$ cat src/rtl/fetch_pkg.sv
// Shared types and constants for the fetch line responder: FSM state encoding,
// line geometry and the bus tag used for instruction line reads.
package fetch_pkg;
  localparam int LINE_BYTES = 64;
  localparam int BEATS      = 8;
  localparam int WORDS      = 16;
  localparam int TAG_W      = 13;
  localparam int OFF_W      = $clog2(LINE_BYTES);
  localparam int BEAT_W     = $clog2(BEATS);
  localparam int WORD_W     = $clog2(WORDS);
  localparam int LINE_TAG_W = 64 - OFF_W;

  localparam logic [TAG_W-1:0] READ_TAG = '0;

  typedef enum logic [1:0] {
    IDLE = 2'd0,
    REQ  = 2'd1,
    FILL = 2'd2,
    RESP = 2'd3
  } fetch_st_t;

  function automatic logic [63:0] line_addr(input logic [63:0] pc);
    return {pc[63:OFF_W], {OFF_W{1'b0}}};
  endfunction
endpackage

$ cat src/rtl/fetch_line_responder_if.sv
// Signal bundle between PC generation, the fetch line responder and the bus arbiter.
// Handshakes: a request (fetch_req, bus_reqcyc) is held with stable payload until its
// acknowledge (sig_recvd/fetch_flush, bus_reqack); a response beat transfers only in a
// cycle where bus_respcyc and bus_respack are both high.
interface fetch_line_responder_if #(
  parameter int TAG_W = 13
);
  logic             fetch_req;
  logic [63:0]      fetch_pc;
  logic             fetch_flush;
  logic             sig_recvd;
  logic [31:0]      instr_out;
  logic [63:0]      instr_pc;
  logic             bus_reqcyc;
  logic [63:0]      bus_req;
  logic [TAG_W-1:0] bus_reqtag;
  logic             bus_reqack;
  logic             bus_respcyc;
  logic [63:0]      bus_resp;
  logic             bus_respack;

  modport slave (
    input  fetch_req, fetch_pc, fetch_flush, bus_reqack, bus_respcyc, bus_resp,
    output sig_recvd, instr_out, instr_pc, bus_reqcyc, bus_req, bus_reqtag, bus_respack
  );

  modport master (
    output fetch_req, fetch_pc, fetch_flush, bus_reqack, bus_respcyc, bus_resp,
    input  sig_recvd, instr_out, instr_pc, bus_reqcyc, bus_req, bus_reqtag, bus_respack
  );
endinterface

$ cat src/rtl/fetch_line_buf.sv
// Single 64-byte line buffer: 8x64 beat storage, tag/valid, hit compare and a
// 32-bit word mux that forwards the beat being written this cycle.
module fetch_line_buf
  import fetch_pkg::*;
(
  input  logic                  clk,
  input  logic                  reset,
  input  logic                  wr_en,
  input  logic [BEAT_W-1:0]     wr_beat,
  input  logic [63:0]           wr_data,
  input  logic                  install,
  input  logic                  inval,
  input  logic [LINE_TAG_W-1:0] new_tag,
  input  logic [LINE_TAG_W-1:0] look_tag,
  output logic                  hit,
  input  logic [WORD_W-1:0]     rd_word,
  output logic [31:0]           rd_data
);
  logic [63:0]           beats [BEATS];
  logic                  valid;
  logic [LINE_TAG_W-1:0] tag;
  logic [BEAT_W-1:0]     rd_beat;
  logic [63:0]           beat_data;

  always_ff @(posedge clk) begin
    if (wr_en) beats[wr_beat] <= wr_data;
  end

  always_ff @(posedge clk or posedge reset) begin
    if (reset) begin
      valid <= 1'b0;
      tag   <= '0;
    end else if (install) begin
      valid <= 1'b1;
      tag   <= new_tag;
    end else if (inval) begin
      valid <= 1'b0;
    end
  end

  assign hit = valid && (tag == look_tag);

  // The final beat lands in the same cycle its word may be needed for the response.
  assign rd_beat   = rd_word[WORD_W-1:1];
  assign beat_data = (wr_en && (wr_beat == rd_beat)) ? wr_data : beats[rd_beat];
  assign rd_data   = rd_word[0] ? beat_data[63:32] : beat_data[31:0];
endmodule

$ cat src/rtl/fetch_line_responder.sv
// Fetch-side responder: answers PC requests from a one-line buffer, refilling the
// line with an 8-beat bus read on a miss. Redirects squash the pending response.
module fetch_line_responder
  import fetch_pkg::*;
(
  input  logic                   clk,
  input  logic                   reset,
  fetch_line_responder_if.slave  io,
  output fetch_st_t              state_dbg
);
  fetch_st_t         state;
  logic [63:2]       pc_q;
  logic [BEAT_W-1:0] cnt;
  logic              squash;
  logic              hit;
  logic              accept;
  logic              hit_accept;
  logic              miss_accept;
  logic              fill_beat;
  logic              last_beat;
  logic [WORD_W-1:0] rd_word;
  logic [31:0]       word;
  logic              unused_pc_lsb;

  assign unused_pc_lsb = ^io.fetch_pc[1:0];

  assign accept      = (state == IDLE) && io.fetch_req && !io.fetch_flush;
  assign hit_accept  = accept && hit;
  assign miss_accept = accept && !hit;
  assign fill_beat   = (state == FILL) && io.bus_respcyc;
  assign last_beat   = fill_beat && (cnt == BEAT_W'(BEATS - 1));
  assign rd_word     = (state == IDLE) ? io.fetch_pc[OFF_W-1:2] : pc_q[OFF_W-1:2];

  fetch_line_buf u_buf (
    .clk      (clk),
    .reset    (reset),
    .wr_en    (fill_beat),
    .wr_beat  (cnt),
    .wr_data  (io.bus_resp),
    .install  (last_beat),
    .inval    (miss_accept),
    .new_tag  (pc_q[63:OFF_W]),
    .look_tag (io.fetch_pc[63:OFF_W]),
    .hit      (hit),
    .rd_word  (rd_word),
    .rd_data  (word)
  );

  // A redirect arriving in the response cycle still cancels that response.
  assign io.sig_recvd   = (state == RESP) && !io.fetch_flush;
  assign io.bus_respack = fill_beat;
  assign io.bus_reqtag  = READ_TAG;
  assign state_dbg      = state;

  always_ff @(posedge clk or posedge reset) begin
    if (reset) begin
      state         <= IDLE;
      pc_q          <= '0;
      cnt           <= '0;
      squash        <= 1'b0;
      io.instr_out  <= '0;
      io.instr_pc   <= '0;
      io.bus_reqcyc <= 1'b0;
      io.bus_req    <= '0;
    end else begin
      case (state)
        IDLE: begin
          squash <= 1'b0;
          if (hit_accept) begin
            io.instr_out <= word;
            io.instr_pc  <= {io.fetch_pc[63:2], 2'b00};
            state        <= RESP;
          end else if (miss_accept) begin
            pc_q          <= io.fetch_pc[63:2];
            io.bus_reqcyc <= 1'b1;
            io.bus_req    <= line_addr(io.fetch_pc);
            state         <= REQ;
          end
        end
        REQ: begin
          if (io.fetch_flush) squash <= 1'b1;
          if (io.bus_reqack) begin
            io.bus_reqcyc <= 1'b0;
            cnt           <= '0;
            state         <= FILL;
          end
        end
        FILL: begin
          if (io.fetch_flush) squash <= 1'b1;
          if (io.bus_respcyc) begin
            cnt <= cnt + BEAT_W'(1);
            // The line installs even when squashed; only the response is dropped.
            if (last_beat) begin
              if (squash || io.fetch_flush) begin
                state <= IDLE;
              end else begin
                io.instr_out <= word;
                io.instr_pc  <= {pc_q, 2'b00};
                state        <= RESP;
              end
            end
          end
        end
        RESP: begin
          state <= IDLE;
        end
        default: begin
          state <= IDLE;
        end
      endcase
    end
  end
endmodule

$ cat src/flat_wrapper.sv
// flat-port wrapper written by rule: the top's interface ports become plain ports
module fetch_line_responder_flat import fetch_pkg::*;
  (clk, reset, state_dbg, io_fetch_req, io_fetch_pc, io_fetch_flush, io_bus_reqack, io_bus_respcyc, io_bus_resp, io_sig_recvd, io_instr_out, io_instr_pc, io_bus_reqcyc, io_bus_req, io_bus_reqtag, io_bus_respack);
  fetch_line_responder_if #(.TAG_W(TAG_W)) io_i ();
  input  logic clk;
  input  logic reset;
  output fetch_st_t state_dbg;
  input wire logic [$bits(io_i.fetch_req)-1:0] io_fetch_req;
  input wire logic [$bits(io_i.fetch_pc)-1:0] io_fetch_pc;
  input wire logic [$bits(io_i.fetch_flush)-1:0] io_fetch_flush;
  input wire logic [$bits(io_i.bus_reqack)-1:0] io_bus_reqack;
  input wire logic [$bits(io_i.bus_respcyc)-1:0] io_bus_respcyc;
  input wire logic [$bits(io_i.bus_resp)-1:0] io_bus_resp;
  output wire logic [$bits(io_i.sig_recvd)-1:0] io_sig_recvd;
  output wire logic [$bits(io_i.instr_out)-1:0] io_instr_out;
  output wire logic [$bits(io_i.instr_pc)-1:0] io_instr_pc;
  output wire logic [$bits(io_i.bus_reqcyc)-1:0] io_bus_reqcyc;
  output wire logic [$bits(io_i.bus_req)-1:0] io_bus_req;
  output wire logic [$bits(io_i.bus_reqtag)-1:0] io_bus_reqtag;
  output wire logic [$bits(io_i.bus_respack)-1:0] io_bus_respack;
  assign io_i.fetch_req = io_fetch_req;
  assign io_i.fetch_pc = io_fetch_pc;
  assign io_i.fetch_flush = io_fetch_flush;
  assign io_i.bus_reqack = io_bus_reqack;
  assign io_i.bus_respcyc = io_bus_respcyc;
  assign io_i.bus_resp = io_bus_resp;
  assign io_sig_recvd = io_i.sig_recvd;
  assign io_instr_out = io_i.instr_out;
  assign io_instr_pc = io_i.instr_pc;
  assign io_bus_reqcyc = io_i.bus_reqcyc;
  assign io_bus_req = io_i.bus_req;
  assign io_bus_reqtag = io_i.bus_reqtag;
  assign io_bus_respack = io_i.bus_respack;
  fetch_line_responder u_core (.clk(clk), .reset(reset), .io(io_i), .state_dbg(state_dbg));
endmodule
$ cat config.mk
export PLATFORM = sky130hd
export DESIGN_NAME = fetch_line_responder_flat
export DESIGN_NICKNAME = d
export VERILOG_FILES = /design/src/rtl/fetch_pkg.sv /design/src/rtl/fetch_line_responder_if.sv /design/src/rtl/fetch_line_buf.sv /design/src/rtl/fetch_line_responder.sv /design/src/flat_wrapper.sv
export SDC_FILE = /design/constraint.sdc
export NUM_CORES = 1
export LEC_CHECK = 0
export CORE_UTILIZATION = 65
export CTS_BUF_LIST = sky130_fd_sc_hd__clkbuf_8 sky130_fd_sc_hd__clkbuf_16
export DETAILED_ROUTE_END_ITERATION = 16
export DONT_BUFFER_PORTS = 1
export PLACE_DENSITY = 0.88
export SLEW_MARGIN = 20
export SYNTH_ARGS = -nofsm -noshare
export SYNTH_HDL_FRONTEND = slang
export SYNTH_SLANG_ARGS = --single-unit
export TNS_END_PERCENT = 50
$ cat constraint.sdc
create_clock -name clk -period 11.6 [get_ports clk]
set_input_delay 1.16 -clock clk [delete_from_list [all_inputs] [get_ports clk]]
set_output_delay 1.16 -clock clk [all_outputs]
set_load 0.05 [all_outputs]
==> out/metrics.cfg, run 1 <==
[die]
ios=312
dieHeight_um=219
die_w_um=219
row_count=78
start_util=0.666
die_area_um2=47800
coreArea_um2=45800

[timing]
fin_skew_ns=0.0189
tightest_slew_ns=1.14
slew_viol_final=0
fin_setup_tns_ns=0
finalHoldViolCount=0
grt_setup_unrepaired=false
slew_headroom=0.235
post-route-min-period_ns=5.58
fin_crit_sh=0.481
finalSetupViolations=0
fmax_ghz=0.179
layout_setup_ws_ns=6.02

[critical_path]
cp-end-kind=flip-flop
path_depth=11
cp_slowest_cell=ha_1
cp_top_family=buffers and inverters
critical_path_arrival_ns=6.07
crit_fanout=64
path_buf_inv=4
cp-start-kind=flip-flop
r2r-start=u_core.state_dbg[0]
r2r-end=u_core.io.instr_out[12]
cp_slowest_stage_delay_ns=0.77
endpoint=u_core.io.instr_out[12]
crit_start=u_core.state_dbg[0]
crit_top_cell=buf_4
reg2reg_depth=11
r2r_setup_slack_ns=6.02
path_cells=inv_1, ha_1, mux2i_4, buf_4, buf_4, nand2b_2, buf_4, o221ai_1, a21oi_1, o32ai_1, mux2_1
required_ns=12.09
crit_type=reg -> reg

[routing]
first_pass_iters=5
via_count=15855
ant_nets=0
via_per_inst=6.68
wl_per_cell_um=28.2
drt_iter0_drc=1539
drc=0
wl_um=66800

[synth]
synth_top_area_cell=edfxtp_1
ys_seq_elements=734
synthTopCellsByArea=edfxtp_1, dfrtp_1, mux2_2, mux4_2, mux2i_1
yosys-top-cells-count=edfxtp_1, dfrtp_1, mux2_2
synth_edf_count=512
syn_inst=1771
yosysTopAreaCellShare=0.504
synthArstFlopShare=0.302
ys_seq_area_frac=0.687
yosysWarningCount=0
ys_types=41
synth_ff_type=edfxtp_1
netlist_area_um2=30500
yosysMostFrequentCell=edfxtp_1
syn_area_per_cell_um2=17.2

[clock_tree]
numCtsBuffers=73
htreeDepth=3
clockBufferDepth=3
clkTransAtPathRegs_ns=0.06
postCtsHoldBufs=0
cts_setup_buffers=0
cts_root_buffer=clkbuf_16
tritoncts=done
cts.sinks=734
cts_resized=0
clock_latency_ns=0.62

[run]
drv_cap=0

[layout]
layout.nets=1853
final_layout_size_suffix_gt1_frac=0.248
syn2layout_area_growth_pct=7.90
diodes=0

[global_route]
grt_pass1_wl_um=99400
grt_usage=0.283
antenna_found_initial=0
grt_pass1_vias=16647
overflow=0
grt_max_degree=78

[place]
port_buffers=0
gp_congestion=0.794
dp_hpwl_um=37200
place_ws_ns=5.93

[power_and_ir_drop]
leakage_nw=12.0
power.density_nw_per_um2=286
ir_worst_vdd_uv=203

[run_status]
status=completed

[hold_path]
hp-class=in -> async

==> power breakdown <==
| part | internal [mW] | total, mW | switching [mW] | leakage (nW) |
|---|---|---|---|---|
| clock | 1.33 | 2.31 | 0.983 | 1.25 |
| sequential | 3.19 | 4.50 | 1.30 | 7.40 |
| combinational | 1.17 | 2.60 | 1.42 | 3.32 |
==> through the flow <==
| step | instance area (um^2) | util | instances | hold slack, ns | power [mW] |
|---|---|---|---|---|---|
| 2_1_floorplan | 30600 | - | 1791 | 0.447 | 6.63 |
| 3_3_place_gp | 30500 | 0.667 | 2238 | 0.463 | 7.00 |
| 3_5_place_dp | 30500 | 0.667 | 2238 | 0.464 | 7.13 |
| 4_1_cts | 32900 | 0.719 | 2373 | 0.482 | 9.45 |
| 5_1_grt | 32900 | 0.719 | 2373 | 0.521 | 9.76 |
| 6_report | 32900 | 0.719 | 2373 | 0.481 | 9.40 |
==> state kept, by name, summed over array words and instances, names as in the netlist <==
name                  cells
u_core.u_buf.beats      512
u_core.io.instr_pc       62
u_core.pc_q              62
u_core.u_buf.tag         58
u_core.io.instr_out      32
u_core.cnt                3
u_core.state_dbg          2
u_core.io.bus_reqcyc      1
u_core.squash             1
u_core.u_buf.valid        1
==> area by class of cell <==
class,instances,area [um^2]
clock buffers,88,2040
clock inverters,47,338
inverters,8,37.5
well taps,600,751
fillers,2596,12900
repair buffers,25,191
multi-input cells,871,8600
flip-flops and latches,734,20900
==> metal layers <==
| layer | wire, um | track usage | vias to the layer above | share of wire |
|---|---|---|---|---|
| met5 | 0 | 0 | - | 0 |
| met4 | 1440 | 0.106 | 0 | 0.022 |
| met3 | 5850 | 0.0612 | 116 | 0.088 |
| met2 | 34800 | 0.485 | 794 | 0.52 |
| met1 | 24800 | 0.354 | 8263 | 0.37 |
| li1 | - | - | 6682 | - |
==> cells in the final DEF (no fill, tap or decap), drive strengths merged, types with 30 or more instances in the layout <==
cell type and count:
mux4 63, edfxtp 512, a21oi 71, o221ai 63, nor2 37, o21ai 41, clkbuf 88, mux2 278
dfrtp 222, xnor2 61, o32ai 32, inv 30, mux2i 131
==> how the worst min path moves through the flow <==
stage | startpoint | endpoint | cells after the start
floorplan | u_core.u_buf.valid | u_core.u_buf.valid | 2
detailed placement | u_core.u_buf.valid | u_core.u_buf.valid | 2
finish | reset | u_core.io.instr_out[4] | 1
global route | reset | u_core.io.instr_out[4] | 1
CTS | u_core.u_buf.valid | u_core.u_buf.valid | 2
global placement | u_core.u_buf.valid | u_core.u_buf.valid | 2
==> cell families after synthesis <==
logic type | after synthesis | share of synthesized area
AOI/OAI and AO/OA | 214 | 0.0477
xor gates and xnor gates | 61 | 0.0175
adders and majority gates | 6 | 0.00246
buffers and inverters | 186 | 0.0376
DFF | 734 | 0.687
muxes | 472 | 0.193
other | 1 | 0.000123
and+or+nand+nor | 97 | 0.0147
No activity file was read; power rests on OpenSTA's default activity.
==> inputs of run 2 (changes only) <==
--- a/config.mk
+++ b/config.mk
@@ -5,11 +5,11 @@
 export SDC_FILE = /design/constraint.sdc
 export NUM_CORES = 1
 export LEC_CHECK = 0
-export CORE_UTILIZATION = 65
+export CORE_UTILIZATION = 63
 export CTS_BUF_LIST = sky130_fd_sc_hd__clkbuf_8 sky130_fd_sc_hd__clkbuf_16
 export DETAILED_ROUTE_END_ITERATION = 16
 export DONT_BUFFER_PORTS = 1
-export PLACE_DENSITY = 0.88
+export PLACE_DENSITY = 0.86
 export SLEW_MARGIN = 20
 export SYNTH_ARGS = -nofsm -noshare
 export SYNTH_HDL_FRONTEND = slang
==> constraint.sdc (replaced) <==
create_clock -name clk -period 5.35 [get_ports clk]
set_input_delay 0.535 -clock clk [delete_from_list [all_inputs] [get_ports clk]]
set_output_delay 0.535 -clock clk [all_outputs]
set_load 0.05 [all_outputs]
==> run 2 against run 1 <==
Core utilization is 1.4 points lower. First-iteration DRC count is 30% higher. Critical path depth did not move. Via count is 4.9% higher. Cell count increased by 3.5%. Total power rose by 120%. Worst hold slack got worse by 0.47 ns. Wire length increased by 8.4%. Non-clock buffer count grew 68. Sequential share of layout area is 1.4 points lower. Critical endpoint is now u_core.io.instr_out[14].
==> out/metrics.cfg, run 2 (synthesis results as in run 1) <==
[run_status]
status=completed

[timing]
finalSetupViolations=0
finalHoldViolCount=0
fin_crit_sh=0.807
slew_viol_final=0
fin_skew_ns=0.0377
slew_headroom=0.249
layout_setup_ws_ns=1.03
fmax_ghz=0.232
post-route-min-period_ns=4.32
tightest_slew_ns=1.13
grt_setup_unrepaired=false
fin_setup_tns_ns=0

[clock_tree]
cts.sinks=734
cts_root_buffer=clkbuf_16
clock_latency_ns=0.63
tritoncts=done
htreeDepth=3
cts_setup_buffers=0
numCtsBuffers=72
clkTransAtPathRegs_ns=0.07
clockBufferDepth=3

[critical_path]
crit_fanout=82
required_ns=5.85
cp_slowest_cell=dfrtp_1
crit_top_cell=buf_4
cp-end-kind=flip-flop
path_buf_inv=4
r2r-start=u_core.state_dbg[0]
cp_top_family=buffers and inverters
critical_path_arrival_ns=4.82
cp_slowest_stage_delay_ns=0.76
crit_start=u_core.state_dbg[0]
cp-start-kind=flip-flop
crit_type=reg -> reg
path_cells=inv_1, ha_1, buf_4, mux2_8, buf_16, buf_4, mux2i_1, o221ai_1, a21oi_1, o32ai_1, mux2_1

[global_route]
antenna_found_initial=2
grt_usage=0.291
grt_max_degree=129
overflow=0
grt_pass1_vias=17075
grt_pass1_wl_um=106000

[die]
coreArea_um2=47700
dieHeight_um=222
ios=312
row_count=80
die_w_um=222
start_util=0.639
die_area_um2=49300

[layout]
mostFrequentLayoutCell=edfxtp_1
utilization=0.704
syn2layout_area_growth_pct=10.3
mostFrequentLayoutCells=edfxtp_1, dfrtp_1, mux2_2
biggestRegsByFlops=u_core.u_buf.beats: 512 flops, u_core.io.instr_pc: 62 flops, u_core.pc_q: 62 flops
largest_register=u_core.u_buf.beats
final_layout_size_suffix_gt1_frac=0.240
layout.nets=1920
largest_reg_flops=512

[hold_path]
hp-class=in -> reg
min_from=io_bus_resp[49]

[routing]
wl_per_cell_um=29.5
ant_nets=0
drt_iter0_drc=2006
via_per_inst=6.77
wl_um=72500
drc=0
via_count=16624
first_pass_iters=5

[power_and_ir_drop]
leakage_nw=12.3
ir_worst_vdd_uv=578
power.density_nw_per_um2=616

[place]
gp_congestion=0.811
dp_hpwl_um=37600
port_buffers=0
place_ws_ns=1.11

[run]
drv_cap=0

==> run 2: cell types whose count changed in the layout (fill, tap and decap cells not counted), moves of 2 or more <==
cell	delta
clkbuf_8	-9
dlygate4sd3_1	+55
buf_12	+7
buf_4	+5
bufinv_16	+3
clkbuf_16	-2
inv_1	+5
clkinv_1	+3
==> run 2: path summary, 6_finish.rpt <==
path / endpoint / slack (ns) / cells past startpoint
min reg2reg: u_core.u_buf.valid / 0.49 / 2
max in group asynchronous: u_core.pc_q[24] / 3.56 / 3
max reg2reg: u_core.io.instr_out[14] / 1.03 / 11
min in group asynchronous: u_core.io.instr_out[9] / 0.48 / 2
max: u_core.io.instr_out[14] / 1.03 / 11
min: u_core.u_buf.beats[3][49] / 0.01 / 0
==> run 2: stage by stage <==
step	hold WS, ns	std cells	total power [mW]	instance area [um^2]
final	0.0113	2455	20.7	33600
after detailed placement	0.467	2264	15.5	30700
after CTS	0.0000112	2439	20.6	33400
after global routing	-0.00842	2455	21.4	33600
after global placement	0.461	2264	15.2	30700
after floorplan	0.447	1791	14.4	30600
==> run 2: area by class of cell <==
class | instances | area, um^2
Multi-Input combinational cell | 871 | 8610
Tap cell | 615 | 769
Clock inverter | 56 | 457
Fill cell | 2720 | 14100
Antenna cell | 1 | 2.50
Timing Repair Buffer | 93 | 947
Clock buffer | 77 | 1870
Inverter | 8 | 33.8
Sequential cell | 734 | 20900
==> run 2: per-layer routing <==
metal  vias up  routed length [um]  global-route usage
li1       6841                   -                   -
met1      8554               26500               0.367
met2      1059               37200               0.497
met3       168                6690              0.0628
met4         2                2120               0.107
met5         -                  13                   0
==> run 2: timing repair <==
item,4_1_cts,5_1_grt
gates resized for setup,0,0
endpoints found under the hold margin,214,43
hold buffers,42,13
==> run 2: report_power, final <==
part / switching (mW) / total [mW] / internal (mW)
sequential: 2.82 / 9.74 / 6.92
combinational: 3.30 / 5.97 / 2.67
clock: 2.18 / 5.01 / 2.83
total: 8.30 / 20.7 / 12.4
